==> src/rtl/fib_req_sequencer.sv <==
// rtl/fib_req_sequencer.sv - request FIFO + one-at-a-time issue to fibonacci_gen; optional watchdog via FIB_SEQ_TIMEOUT_EN
module fib_req_sequencer #(
    parameter int WIDTH = 8,
    parameter int DEPTH = 4,
    parameter int MAX_N = 13,
    parameter int TMO   = 64
) (
    input  logic             clk_i,
    input  logic             rst_i,
    input  logic             req_valid_i,
    output logic             req_ready_o,
    input  logic [WIDTH-1:0] req_n_i,
    output logic             gen_start_o,
    output logic [WIDTH-1:0] gen_n_o,
    input  logic             gen_done_i,
    input  logic [WIDTH-1:0] gen_fib_i,
    output logic             rsp_valid_o,
    input  logic             rsp_ready_i,
    output logic [WIDTH-1:0] rsp_n_o,
    output logic [WIDTH-1:0] rsp_fib_o,
    output logic             rsp_ovf_o,
    output logic             rsp_err_o
);
    localparam int PW = $clog2(DEPTH);
    localparam logic [PW:0]      DEPTH_C = (PW+1)'(DEPTH);
    localparam logic [WIDTH-1:0] MAX_N_C = WIDTH'(MAX_N);

    typedef enum logic [1:0] {S_IDLE, S_WAIT, S_RESP} state_t;

    state_t           state_q, state_d;
    logic [WIDTH-1:0] mem_q [DEPTH];
    logic [PW-1:0]    wr_ptr_q, rd_ptr_q;
    logic [PW:0]      count_q;
    logic             full, empty, push, pop;
    logic [WIDTH-1:0] head;

    logic             gen_start_q, gen_start_d;
    logic [WIDTH-1:0] gen_n_q, gen_n_d;
    logic             rsp_valid_q, rsp_valid_d;
    logic [WIDTH-1:0] rsp_n_q, rsp_n_d;
    logic [WIDTH-1:0] rsp_fib_q, rsp_fib_d;
    logic             rsp_ovf_q, rsp_ovf_d;

`ifdef FIB_SEQ_TIMEOUT_EN
    localparam int TW = $clog2(TMO + 1);
    localparam logic [TW-1:0] TMO_LAST = TW'(TMO - 1);
    logic [TW-1:0] tmo_cnt_q, tmo_cnt_d;
    logic          rsp_err_q, rsp_err_d;
    assign rsp_err_o = rsp_err_q;
`else
    assign rsp_err_o = 1'b0;
`endif

    assign full        = (count_q == DEPTH_C);
    assign empty       = (count_q == '0);
    assign req_ready_o = !full && !rst_i;
    assign push        = req_valid_i && req_ready_o;
    assign head        = mem_q[rd_ptr_q];

    always_ff @(posedge clk_i) begin
        if (push) mem_q[wr_ptr_q] <= req_n_i;
    end

    always_ff @(posedge clk_i) begin
        if (rst_i) begin
            wr_ptr_q <= '0;
            rd_ptr_q <= '0;
            count_q  <= '0;
        end else begin
            if (push) wr_ptr_q <= wr_ptr_q + PW'(1);
            if (pop)  rd_ptr_q <= rd_ptr_q + PW'(1);
            case ({push, pop})
                2'b10:   count_q <= count_q + (PW+1)'(1);
                2'b01:   count_q <= count_q - (PW+1)'(1);
                default: count_q <= count_q;
            endcase
        end
    end

    // gen_done while gen_start_q is still high belongs to no request we issued yet
    always_comb begin
        state_d     = state_q;
        pop         = 1'b0;
        gen_start_d = 1'b0;
        gen_n_d     = gen_n_q;
        rsp_valid_d = rsp_valid_q;
        rsp_n_d     = rsp_n_q;
        rsp_fib_d   = rsp_fib_q;
        rsp_ovf_d   = rsp_ovf_q;
`ifdef FIB_SEQ_TIMEOUT_EN
        tmo_cnt_d   = tmo_cnt_q;
        rsp_err_d   = rsp_err_q;
`endif
        case (state_q)
            S_IDLE: begin
                if (!empty) begin
                    pop = 1'b1;
                    if (head > MAX_N_C) begin
                        rsp_n_d     = head;
                        rsp_fib_d   = '1;
                        rsp_ovf_d   = 1'b1;
                        rsp_valid_d = 1'b1;
`ifdef FIB_SEQ_TIMEOUT_EN
                        rsp_err_d   = 1'b0;
`endif
                        state_d     = S_RESP;
                    end else begin
                        gen_start_d = 1'b1;
                        gen_n_d     = head;
`ifdef FIB_SEQ_TIMEOUT_EN
                        tmo_cnt_d   = '0;
`endif
                        state_d     = S_WAIT;
                    end
                end
            end
            S_WAIT: begin
                if (gen_done_i && !gen_start_q) begin
                    rsp_fib_d   = gen_fib_i;
                    rsp_n_d     = gen_n_q;
                    rsp_ovf_d   = 1'b0;
                    rsp_valid_d = 1'b1;
`ifdef FIB_SEQ_TIMEOUT_EN
                    rsp_err_d   = 1'b0;
`endif
                    state_d     = S_RESP;
                end
`ifdef FIB_SEQ_TIMEOUT_EN
                else if (tmo_cnt_q == TMO_LAST) begin
                    rsp_fib_d   = '0;
                    rsp_n_d     = gen_n_q;
                    rsp_ovf_d   = 1'b0;
                    rsp_err_d   = 1'b1;
                    rsp_valid_d = 1'b1;
                    state_d     = S_RESP;
                end else begin
                    tmo_cnt_d   = tmo_cnt_q + TW'(1);
                end
`endif
            end
            S_RESP: begin
                if (rsp_ready_i) begin
                    rsp_valid_d = 1'b0;
                    state_d     = S_IDLE;
                end
            end
            default: state_d = S_IDLE;
        endcase
    end

    always_ff @(posedge clk_i) begin
        if (rst_i) begin
            state_q     <= S_IDLE;
            gen_start_q <= 1'b0;
            gen_n_q     <= '0;
            rsp_valid_q <= 1'b0;
            rsp_n_q     <= '0;
            rsp_fib_q   <= '0;
            rsp_ovf_q   <= 1'b0;
`ifdef FIB_SEQ_TIMEOUT_EN
            tmo_cnt_q   <= '0;
            rsp_err_q   <= 1'b0;
`endif
        end else begin
            state_q     <= state_d;
            gen_start_q <= gen_start_d;
            gen_n_q     <= gen_n_d;
            rsp_valid_q <= rsp_valid_d;
            rsp_n_q     <= rsp_n_d;
            rsp_fib_q   <= rsp_fib_d;
            rsp_ovf_q   <= rsp_ovf_d;
`ifdef FIB_SEQ_TIMEOUT_EN
            tmo_cnt_q   <= tmo_cnt_d;
            rsp_err_q   <= rsp_err_d;
`endif
        end
    end

    assign gen_start_o = gen_start_q;
    assign gen_n_o     = gen_n_q;
    assign rsp_valid_o = rsp_valid_q;
    assign rsp_n_o     = rsp_n_q;
    assign rsp_fib_o   = rsp_fib_q;
    assign rsp_ovf_o   = rsp_ovf_q;
endmodule

==> config.mk <==
export PLATFORM = sky130hd
export DESIGN_NAME = fib_req_sequencer
export DESIGN_NICKNAME = d
export VERILOG_FILES = /design/src/rtl/fib_req_sequencer.sv
export SDC_FILE = /design/constraint.sdc
export NUM_CORES = 1
export LEC_CHECK = 0
export BUFFER_PORTS_ARGS = -buffer_cell sky130_fd_sc_hd__buf_2
export CAP_MARGIN = 20
export CORE_ASPECT_RATIO = 0.75
export CORE_MARGIN = 1
export CORE_UTILIZATION = 50
export CTS_CLUSTER_SIZE = 25
export DETAILED_ROUTE_END_ITERATION = 10
export GPL_TIMING_DRIVEN = 0
export HOLD_SLACK_MARGIN = 0.12
export PLACE_DENSITY = 0.72
export SLEW_MARGIN = 20
export SYNTH_ARGS = -nofsm -noshare
export SYNTH_HDL_FRONTEND = slang
export SYNTH_SLANG_ARGS = --single-unit
==> constraint.sdc <==
create_clock -name clk_i -period 3 [get_ports clk_i]
set_input_delay 0.3 -clock clk_i [delete_from_list [all_inputs] [get_ports clk_i]]
set_output_delay 0.3 -clock clk_i [all_outputs]
set_load 0.02 [all_outputs]
### Word-level counts from Yosys, hierarchy flattened

Memories as Yosys holds them, arrays and structs flattened. A register that Yosys moved wholly into a read port is not among the register bits.
Cells that the tools add are included.

* shift-type cells: 0
* $mul: 0
* reductions and logical operators: 16
* bitwise logic cells: 3
* mux-type cells: 28
* order comparisons: 1
* equality and inequality tests: 9
* $add $sub $neg: 4
* div/mod/pow operators: 0

Operators by type and width (number)
* $mux W8: 6
* $pmux W8 S2: 2
* $mux W2: 6
* $mux W1: 10
* $gt A8 B4 Y1 const B: 1
* $ne A2 B2 Y1 const B: 4
* $pmux W2 S3: 1
* $pmux W3 S2: 1
* $reduce_and A3 Y1: 2
* $reduce_and A5 Y1: 1
* $add A2 B1 Y2 const B: 2
* $eq A2 B1 Y1 const B: 2
* $eq A2 B2 Y1 const B: 2
* $reduce_and A4 Y1: 1
* $reduce_bool A2 Y1: 2
* $add A3 B1 Y3 const B: 1
* $eq A3 B3 Y1 const B: 1
* $logic_and A1 B1 Y1: 3
* $logic_not A1 Y1: 3
* $logic_not A3 Y1: 1
* $not A1 Y1: 3
* $pmux W1 S3: 1
* $reduce_bool A3 Y1: 1
* $reduce_or A3 Y1: 1
* other kinds (3): 3

* memories kept: 1
* bits in latches: 0
* input port bits: 21
* bits in writable memories: 32
* register bits: 36
* memory bits (read-only): 0

Memory list
* mem_q: depth 4, width 8, rd ports 1, clocked after Yosys merged registers in 1, wr ports 1, RTL line 31 `logic [WIDTH-1:0] mem_q [DEPTH];`

### Depth between registers and ports, before layout

* word-level depth: 6
* depth in mapped cells: 11
* depth with buffers taken out: 10

### Worst setup path before layout

No wires, ideal clock.

* kind: register to register
* start point: register state_q[0]
* end point: register count_q[2]
* setup time: 71 ps
* path slack: 615 ps
* data arrival time: 2314 ps
* stages on the path, launching flop included: 12
* required time: 2929 ps
* path buffers: 1
* cells stage by stage: dfxtp_1 -> inv_1 -> ha_1 -> clkbuf_1 -> inv_1 -> nor2_1 -> ha_1 -> inv_1 -> fa_1 -> xor2_1 -> or3_1 -> a21oi_1

* word-level cells in the longest chain between the ends: 4
* elaborated cells between the ends (all ways): 6
* those cells by class: 2 x eq/ne; 2 x mux; 2 x reduce/logical

Ends and longest elaborated chain
* start: declaration: RTL line 30 `state_t state_q, state_d;`
* start signal: assignment: RTL line 165 `state_q <= state_d;`
* $logic_not A2 Y1 *: RTL line 94 `case (state_q)`
* $mux W1 *: RTL line 94
* via pop: RTL line 34 `logic full, empty, push, pop;`
* $eq A2 B1 Y1 or $eq A2 B2 Y1 (tied branches): RTL line 72 `case ({push, pop})`
* $pmux W3 S2 or $reduce_bool A2 Y1 (tied branches)
* end signal: assignment: RTL line 73 `2'b10: count_q <= count_q + (PW+1)'(1);`
* end signal: assignment: RTL line 74 `2'b01: count_q <= count_q - (PW+1)'(1);`
* end signal: assignment: RTL line 75 `default: count_q <= count_q;`
* end: declaration: RTL line 33 `logic [PW:0] count_q;`

The timed path passes the listed nets; every way through them passes the cells marked *.
A chain may end at the register's enable or synchronous reset.

### Final worst setup path

Ends and elaborated chain as after synthesis.

==> results.sh <==
export IMPL_drv_slew=0
export IMPL_min_path_type="in2reg"
export IMPL_critPathRequiredTime_ns=3.27
export IMPL_syn_mean_instance_area_um2=12.0
export IMPL_reg2reg_depth=11
export IMPL_synth_cells=259
export IMPL_track_usage=0.198
export IMPL_wl_um=5910
export IMPL_drc_errors=0
export IMPL_initial_utilization=0.525
export IMPL_yosys_warnings=0
export IMPL_pin_count=50
export IMPL_synthArstFlopShare=0
export IMPL_avgViaCountPerCell=5.09
export IMPL_cts_sinks=70
export IMPL_synth_adder_area_share=0.0386
export IMPL_crit_path_end_kind="flip-flop"
export IMPL_max_freq_ghz=0.383
export IMPL_netlist_area_mm2=0.00311
export IMPL_htreeDepth=3
export IMPL_ant_nets=0
export IMPL_numCtsBuffers=9
export IMPL_cts_tree="yes"
export IMPL_synth_net_count=289
export IMPL_synth_edf_count=32
export IMPL_fp_row_count=24
export IMPL_irDropWorstVdd_v=0.000432
export IMPL_synth_compound_area_share=0.0942
export IMPL_die_area_mm2=0.00654
export IMPL_ys_types=45
export IMPL_period_share=0.869
export IMPL_core_area_mm2=0.00592
export IMPL_seq_area_frac_synth=0.554
export IMPL_grt_max_degree=13
export IMPL_clockBufferDepth=2
export IMPL_worstHoldPathCells=1
export IMPL_finalSetupTns_ns=0
export IMPL_clk_pin_slew_ns=0.07
export IMPL_drive_gt1_frac=0.283
export IMPL_synth_top_family_by_area="simple AND/OR/NAND/NOR gates"
export IMPL_first_pass_iters=4
export IMPL_startpoint="state_q[0]$_SDFFE_PP0P_"
export IMPL_p_leak_uw=0.00150
export IMPL_gp_congestion=0.791
export IMPL_area_growth_pct=16.9
export IMPL_setup_viol=0
export IMPL_die_x_um=93.0
export IMPL_cp_max_fo=8
export IMPL_synth_simple_area_share=0.137
export IMPL_die_y_um=70.3
export IMPL_cts_setup_buffers=0
export IMPL_utilization=0.614
export IMPL_wl_per_cell_um=14.8
export IMPL_most_common_layout_cells="buf_2 (47), dfxtp_1 (38), edfxtp_1 (32)"
export IMPL_setup_worst_path_start_class="flip-flop"
export IMPL_cp_arrival_ns=2.88
export IMPL_grt_pass1_vias=2046
export IMPL_skew_ns=0.00580
export IMPL_final_common_cell="buf_2"
export IMPL_grt_overflow=0
export IMPL_drv_cap=0
export IMPL_portBuffers=47
export IMPL_slew_headroom=0.591
export IMPL_grt_pass1_wl_um=9660
export IMPL_antenna_cells=0
export IMPL_ys_flop_type="dfxtp_1"
export IMPL_clkLatencyLatePin_ns=0.34
export IMPL_hold_violations=0
export IMPL_nets=347
export IMPL_period_minus_slack_ns=2.61
export IMPL_power_density_mw_per_mm2=971
export IMPL_drtIter0Drc=52
export IMPL_antenna_found_initial=0
export IMPL_outcome="complete, no violations"
export IMPL_synth_xor_area_share=0.0141
export IMPL_muxShareOfSynthArea=0.102
export IMPL_crit_type="reg2reg"
export IMPL_reg2reg_from="state_q[0]$_SDFFE_PP0P_"
export IMPL_place_hpwl_um=4150
export IMPL_ys_ff_latch=70
export IMPL_rsz0062_at_grt="no"
export IMPL_worstMarginPinSlew_ns=0.613
export IMPL_min_from="req_n_i[3]"
export IMPL_vias=2037
export IMPL_cts_root_buf="clkbuf_8"
[layer usage]
metal	vias to the layer above	wire length [um]	track usage
met5	-	0	0
met4	0	48	0.0581
met3	4	334	0.0784
met2	59	2760	0.320
met1	948	2760	0.243
li1	1026	-	-
[cells by family (layout without fill, tap and decap cells)]
kind of cell	after synthesis	after routing
xor gates and xnor gates	5	5
DFF	70	70
AOI/OAI and AO/OA	34	34
buffers and inverters	40	103
adders and majority gates	9	9
other	1	1
muxes	18	18
and+or+nand+nor	82	82
[final cells by class]
type / count / area [um^2]
flip-flops and latches: 70 / 1720
fillers: 496 / 2280
inverters: 27 / 101
well taps: 78 / 97.6
repair buffers: 47 / 235
plain buffers: 13 / 80.1
clock buffers: 10 / 128
multi-input cells: 149 / 1210
clock inverters: 6 / 62.6
[cells in the mapped netlist (all sizes together) (2+ instances only)]
library cell  instances  area share
a221oi                9       0.041
buf                   5       0.016
a21oi                15       0.024
nand2                23       0.028
xor2                  3      0.0085
nand2b                2      0.0040
nand3                 3      0.0048
nor3                  5      0.0081
clkbuf                8      0.0097
mux2                  9       0.035
edfxtp               32        0.31
nor2b                 9       0.018
o21ai                 3      0.0085
mux4                  8       0.064
inv                  26       0.031
dfxtp                38        0.24
ha                    8       0.032
nor2                 16       0.019
and3                 12       0.024
xnor2                 2      0.0056
and2                  7       0.015
[power breakdown]
group	leakage [uW]	switching [uW]	internal, uW
logic	0.000806	834	671
registers	0.000602	96.5	1200
clock network	0.0000899	343	381
[state kept, by name, indices dropped and copies added (netlist names), named ones only]
| name | cells |
|---|---|
| count_q | 3 |
| state_q | 2 |
| gen_start_o | 1 |
| wr_ptr_q | 2 |
| rsp_n_o | 8 |
| rsp_fib_o | 8 |
| rsp_valid_o | 1 |
| rd_ptr_q | 2 |
| rsp_ovf_o | 1 |
| mem_q | 32 |
| gen_n_o | 8 |
[worst max-delay path, cell delays in order (launching register included)]
cell and delay, ns:
dfxtp_1 0.33, inv_1 0.09, ha_1 0.14, clkbuf_1 0.26, inv_1 0.13, nor2_2 0.30
ha_1 0.24, inv_1 0.06, fa_1 0.37, xor2_1 0.16, or3_1 0.30, a21oi_1 0.14
[worst paths after layout]
kind | to | slack (ns)
worst max-delay path | count_q[2]$_SDFFE_PP0P_ | 0.39
worst max register to register | count_q[2]$_SDFFE_PP0P_ | 0.39
worst min-delay path | mem_q[3][3]$_DFFE_PP_ | 0.17
worst min register to register | rsp_n_o[5]$_SDFFE_PP0P_ | 0.46
[repair_timing]
item                                    4_1_cts  5_1_grt
endpoints found under the setup margin        0        1
gates resized for setup                       0        1
hold buffers                                  0        0
[through the flow]
stage | cells | setup WS, ns | power, uW | area [um^2] | hold slack [ns]
after floorplan | 259 | 0.615 | 2480 | 3110 | 0.399
after global placement | 384 | 0.334 | 2770 | 3440 | 0.449
after detailed placement | 384 | 0.273 | 2820 | 3440 | 0.453
after CTS | 400 | 0.250 | 3540 | 3630 | 0.158
after global routing | 400 | 0.118 | 3760 | 3630 | 0.150
final | 400 | 0.392 | 3530 | 3630 | 0.171
Note: power is estimated with default switching activity, not from simulation.
